File: config.mk
export PLATFORM = sky130hd
export DESIGN_NAME = mult_div_unit
export DESIGN_NICKNAME = d
export VERILOG_FILES = /design/src/rtl/mult_div_unit.sv
export SDC_FILE = /design/constraint.sdc
export NUM_CORES = 1
export LEC_CHECK = 0
export CORE_MARGIN = 3
export CORE_UTILIZATION = 55
export DETAILED_ROUTE_END_ITERATION = 12
export GPL_TIMING_DRIVEN = 0
export HOLD_SLACK_MARGIN = 0.1
export PLACE_DENSITY = 0.75
export SLEW_MARGIN = 20
export SYNTH_ARGS = -nofsm -noshare
export SYNTH_HDL_FRONTEND = slang
export SYNTH_SLANG_ARGS = --single-unit
File: constraint.sdc
create_clock -name clk -period 5.7 [get_ports clk]
set_clock_uncertainty 0.05 [all_clocks]
set_input_delay 0.57 -clock clk [delete_from_list [all_inputs] [get_ports clk]]
set_output_delay 0.57 -clock clk [all_outputs]
set_load 0.03 [all_outputs]
File: src/rtl/mult_div_unit.sv
// mult_div_unit: multicycle signed radix-2 Booth multiplier and restoring divider
module mult_div_unit #(
  parameter int WIDTH = 32
) (
  input  logic             clk,
  input  logic             reset,
  input  logic             mult_start,
  input  logic             div_start,
  input  logic [WIDTH-1:0] a,
  input  logic [WIDTH-1:0] b,
  output logic [WIDTH-1:0] hi,
  output logic [WIDTH-1:0] lo,
  output logic             busy,
  output logic             done,
  output logic             div_zero
);
  localparam int CW = $clog2(WIDTH + 1);
  typedef enum logic [1:0] {IDLE, MULT, DIV, FIN} state_t;
  state_t state, state_n;
  logic [WIDTH:0] acc, booth_sum, trial;
  logic [WIDTH-1:0] mplier, mcand, rem_sh, rem_next, quot_next, a_mag, b_mag;
  logic q1, sign_q, sign_r, last;
  logic [CW-1:0] cnt;
  always_comb begin
    last = cnt == CW'(1);
    state_n = state == IDLE ? (mult_start ? MULT : div_start ? (b == '0 ? FIN : DIV) : IDLE) :
              state == FIN ? IDLE : last ? FIN : state;
    booth_sum = {mplier[0], q1} == 2'b01 ? acc + {mcand[WIDTH-1], mcand} :
                {mplier[0], q1} == 2'b10 ? acc - {mcand[WIDTH-1], mcand} : acc;
    rem_sh = {acc[WIDTH-2:0], mplier[WIDTH-1]};
    trial = {1'b0, rem_sh} - {1'b0, mcand};
    rem_next = trial[WIDTH] ? rem_sh : trial[WIDTH-1:0];
    quot_next = {mplier[WIDTH-2:0], ~trial[WIDTH]};
    a_mag = a[WIDTH-1] ? -a : a;
    b_mag = b[WIDTH-1] ? -b : b;
  end
  always_ff @(posedge clk or posedge reset)
    if (reset) state <= IDLE;
    else state <= state_n;
  always_ff @(posedge clk or posedge reset) begin
    if (reset) begin
      {acc, mplier, mcand, q1, sign_q, sign_r, cnt} <= '0;
      {hi, lo, busy, done, div_zero} <= '0;
    end else begin
      busy <= state_n == MULT || state_n == DIV;
      done <= state_n == FIN;
      if (state == IDLE && mult_start) begin
        acc <= '0;
        mplier <= b;
        mcand <= a;
        q1 <= 1'b0;
        cnt <= CW'(WIDTH);
        div_zero <= 1'b0;
      end else if (state == IDLE && div_start) begin
        if (b == '0) div_zero <= 1'b1;
        else begin
          acc <= '0;
          mplier <= a_mag;
          mcand <= b_mag;
          sign_q <= a[WIDTH-1] ^ b[WIDTH-1];
          sign_r <= a[WIDTH-1];
          cnt <= CW'(WIDTH);
          div_zero <= 1'b0;
        end
      end else if (state == MULT) begin
        acc <= {booth_sum[WIDTH], booth_sum[WIDTH:1]};
        mplier <= {booth_sum[0], mplier[WIDTH-1:1]};
        q1 <= mplier[0];
        cnt <= cnt - CW'(1);
        if (last) begin
          hi <= booth_sum[WIDTH:1];
          lo <= {booth_sum[0], mplier[WIDTH-1:1]};
        end
      end else if (state == DIV) begin
        acc <= {1'b0, rem_next};
        mplier <= quot_next;
        cnt <= cnt - CW'(1);
        if (last) begin
          hi <= sign_r ? -rem_next : rem_next;
          lo <= sign_q ? -quot_next : quot_next;
        end
      end
    end
  end
endmodule

==> impl_results.md <==
- Outcome: finished clean
- Buffers on Ports: ~130
- WP data arrival: ~6 ns
- Worst hold slack: roughly 0.43 ns
- WP buf/inv: 7
- Peak VDD IR: 0.343 mV
- Post-layout util: roughly 65%
- YS warnings: 0
- Sw frac: 56.9%
- Inst Count DP: slightly below 3k
- Final nets: around 2.7k
- Worst Tran Pin Value: 1.08 ns
- Synthesized area: 17800 µm²
- CP peak stage delay: between 0.6 and 0.7 ns
- CP top delay family: simple AND/OR/NAND/NOR gates
- Routed WL: 74.8 mm
- IO Count: 135
- First-pass GRT wire length: roughly 110 mm
- Hold crit path type: flip-flop to flip-flop
- Crit path kind: flip-flop to flip-flop
- Internal power: about 0.0066 W
- Tot Pwr: between 0.015 and 0.02 W
- Ratio of cells with drive above 1 in the final layout: about 5.6%
- Vias per inst: a little under 7
- Syn nets: 2527
- Setup violators final: 0
- Number of global-route vias before repair: approximately 19k
- Synthesized flop and latch total: 175
- Static leakage: about 8.6 nW
- Synth cell types: 84
- Combinational Power Share: 75.1%
- Total CTS buffers: 17
- Initial detailed-routing violation count: between 2k and 3k
- Root Buffer: clkbuf_16
- Pins over their slew limit: 0
- Initial core utilization: between 50% and 60%
- Largest net degree at the start of global routing: 95
- GRT Overall Usage: 42.6%
- Insertion delay to the later sink of the worst-skew pair: 0.47 ns
- Most Frequent Cell on Critical Path: clkbuf_8
- Final hold viol count: 0
- Chip width: ~190 µm
- Post-synth ARST share: 100%
- Die area: around 35000 µm²
- Clk pwr share: 8.8%
- First drt pass iteration count: 10
- Psw: 0.00869 W
- # diodes: 0
- Power per Cell Area: between 700 and 800 nW/µm²
- Non-Filler Instances: slightly below 3k
- Period utilisation layout: just under 100%
- Clk sinks: about 180
- Max-slew headroom: between 20 and 30%
- Post-Syn Area per Cell: roughly 7.6 µm²
- Top_reg_cell synth: dfrtp_1
- Maxcap violations: 0
- CP max FO: 10
- Startpoint type of the worst setup path: flip-flop
- Routability cong.: about 1.0
- Gate Count Post-Synth: 2350
- DRT antenna net count: 0
- Core box area: ~32000 µm²
- Site Rows: 65
- CTS tree: built
- Routed wire per std cell: 25.6 µm
- Clock Pin Slew Worst Setup and Hold Paths: 0.07 ns
- Sequential power share: approximately 16%
- Worst-path cell chain: ha_1 > clkbuf_1 > nand2_1 > a211oi_2 > buf_4 > nor3_4 > o211ai_4 > inv_4 > clkbuf_8 > clkbuf_8 > clkbuf_8 > clkbuf_8 > ha_1 > nand2b_1 > nand2b_4 > or4_4 > or4_4 > o21ai_0 > xor2_1 > nor2_1 > a21oi_1 > o21ai_0
- Worst Setup End Kind: flip-flop
- Tmin final: about 5.6 ns
- Detailed placer's ending HPWL: 57.9 mm
- DRC viols: 0
- Setup slack, reg-to-reg: approximately 0.11 ns
- Worst Path Required: just under 6 ns
- Slowest stage cell, crit path: dfrtp_1
- Total gr overflow: 0
- Die Ht: 186 µm
- Clock buffer depth: 2
- Sequential area share after synthesis: between 20% and 30%
- Detailed-route via count: around 20k
- Max frequency: between 150 and 200 MHz
- Area grow syn2layout: 15.6%
- EDFF count, synth: 0
- Antenna violations before repair: 2
- H-tree Lvls: 4
-- worst min-delay path: stages, from the launching register on --
cell and delay [ns]:
dfrtp_1 0.35, nand2_1 0.05, nand2_1 0.05
-- power groups by stage --
stage / Sequential [W] / Combinational, W / Clock, W
finish: 0.00246 / 0.0115 / 0.00134
global route: 0.00249 / 0.0123 / 0.00137
CTS: 0.00240 / 0.0109 / 0.00133
detailed placement: 0.00242 / 0.0107 / 0
global placement: 0.00240 / 0.0105 / 0
floorplan: 0.00251 / 0.00723 / 0
-- what timing repair did --
action,CTS,global route
setup endpoints to repair,51,12
setup buffers,5,2
hold buffers,0,0
pin swaps,3,3
gates resized for setup,40,30
-- Yosys cell counts, drive strengths merged (5+ instances only) --
library cell	n	area (µm²)
a211oi	49	368
o211ai	31	238
nand2b	23	144
mux2i	52	521
or4	33	263
o2bb2ai	5	43.8
a221o	32	320
nand2	233	875
xor2	75	657
and2	18	113
a22oi	5	37.5
o311ai	5	43.8
and3	20	125
nand3	48	240
o21ai	237	1190
nor3	52	265
ha	106	1330
a21oi	181	906
xnor2	75	657
o2111ai	12	105
or3	25	156
o41ai	17	149
clkbuf	136	512
o21bai	15	113
or2	11	68.8
o22ai	19	125
inv	94	353
o221ai	8	70.1
buf	30	196
a21o	31	233
nand3b	5	37.5
nor2b	21	131
o31ai	52	390
nand4	8	50.1
o31a	5	43.8
o21a	32	240
nor3b	8	60.1
o32ai	5	43.8
nor2	222	833
a221oi	9	78.8
a22o	23	201
a31oi	19	119
dfrtp	175	4380
nor4	18	113
-- worst paths after layout --
path,start,endpoint,cells after the start
hold reg to reg,hi[0]$_DFFE_PP0P_,hi[0]$_DFFE_PP0P_,2
hold / removal,hi[0]$_DFFE_PP0P_,hi[0]$_DFFE_PP0P_,2
max in group asynchronous,reset,mplier[31]$_DFFE_PP0P_,3
setup reg to reg,acc[4]$_DFFE_PP0P_,lo[30]$_DFFE_PP0P_,22
min in group asynchronous,reset,mplier[8]$_DFFE_PP0P_,2
setup / recovery,acc[4]$_DFFE_PP0P_,lo[30]$_DFFE_PP0P_,22
-- layout by cell type (no fill, tap or decap), types with 23 or more instances in the layout --
cell type	instances
nand2_1	233
nor2_1	222
o21ai_0	214
a21oi_1	180
dfrtp_1	165
clkdlybuf4s50_1	132
clkbuf_1	126
ha_1	103
inv_1	88
xor2_1	75
xnor2_1	75
mux2i_1	52
nor3_1	50
a211oi_1	48
o31ai_1	48
nand3_1	46
a221o_1	32
a21o_1	31
o21a_1	31
o211ai_1	30
or4_1	26
or3_1	25
a22o_1	23
-- registers in the layout (all words and copies together), names as in the netlist --
register	flops
q1	1
mcand	32
acc	33
done	1
sign_r	1
sign_q	1
state	2
lo	32
hi	32
cnt	6
div_zero	1
mplier	32
busy	1
-- layout make-up --
type                    instances  area (µm²)
inverters                      96         370
well taps                     402         503
clock buffers                  17         425
repair buffers                142        1420
plain buffers                 163         763
flip-flops and latches        175        4390
clock inverters                14         203
fillers                      2767       11100
multi-input cells            1913       12500
-- per-layer routing --
metal	wire (µm)	GRT usage [%]
met1	28800	54.0
met2	32500	66.0
met3	8330	9.63
met4	5180	26.5
met5	23	0
-- per-stage QoR --
step / instance area (µm²) / TNS, ns / setup slack (ns)
floorplan: 17800 / 0 / 0.207
CTS: 20500 / -0.0326 / -0.0204
global placement: 19600 / -420.98 / -2.20
detailed placement: 19700 / -43.58 / -2.12
global route: 20600 / -0.0354 / -0.0312
finish: 20600 / 0 / 0.106
-- cell families after synthesis --
group | after synthesis | share of synthesized area, %
AOI/OAI and AO/OA | 841 | 31.0
xor gates and xnor gates | 150 | 7.38
adders and majority gates | 109 | 7.78
buffers and inverters | 262 | 6.00
DFF | 175 | 24.6
muxes | 56 | 3.18
and+or+nand+nor | 757 | 20.1
No activity file was read; power rests on OpenSTA's default activity.
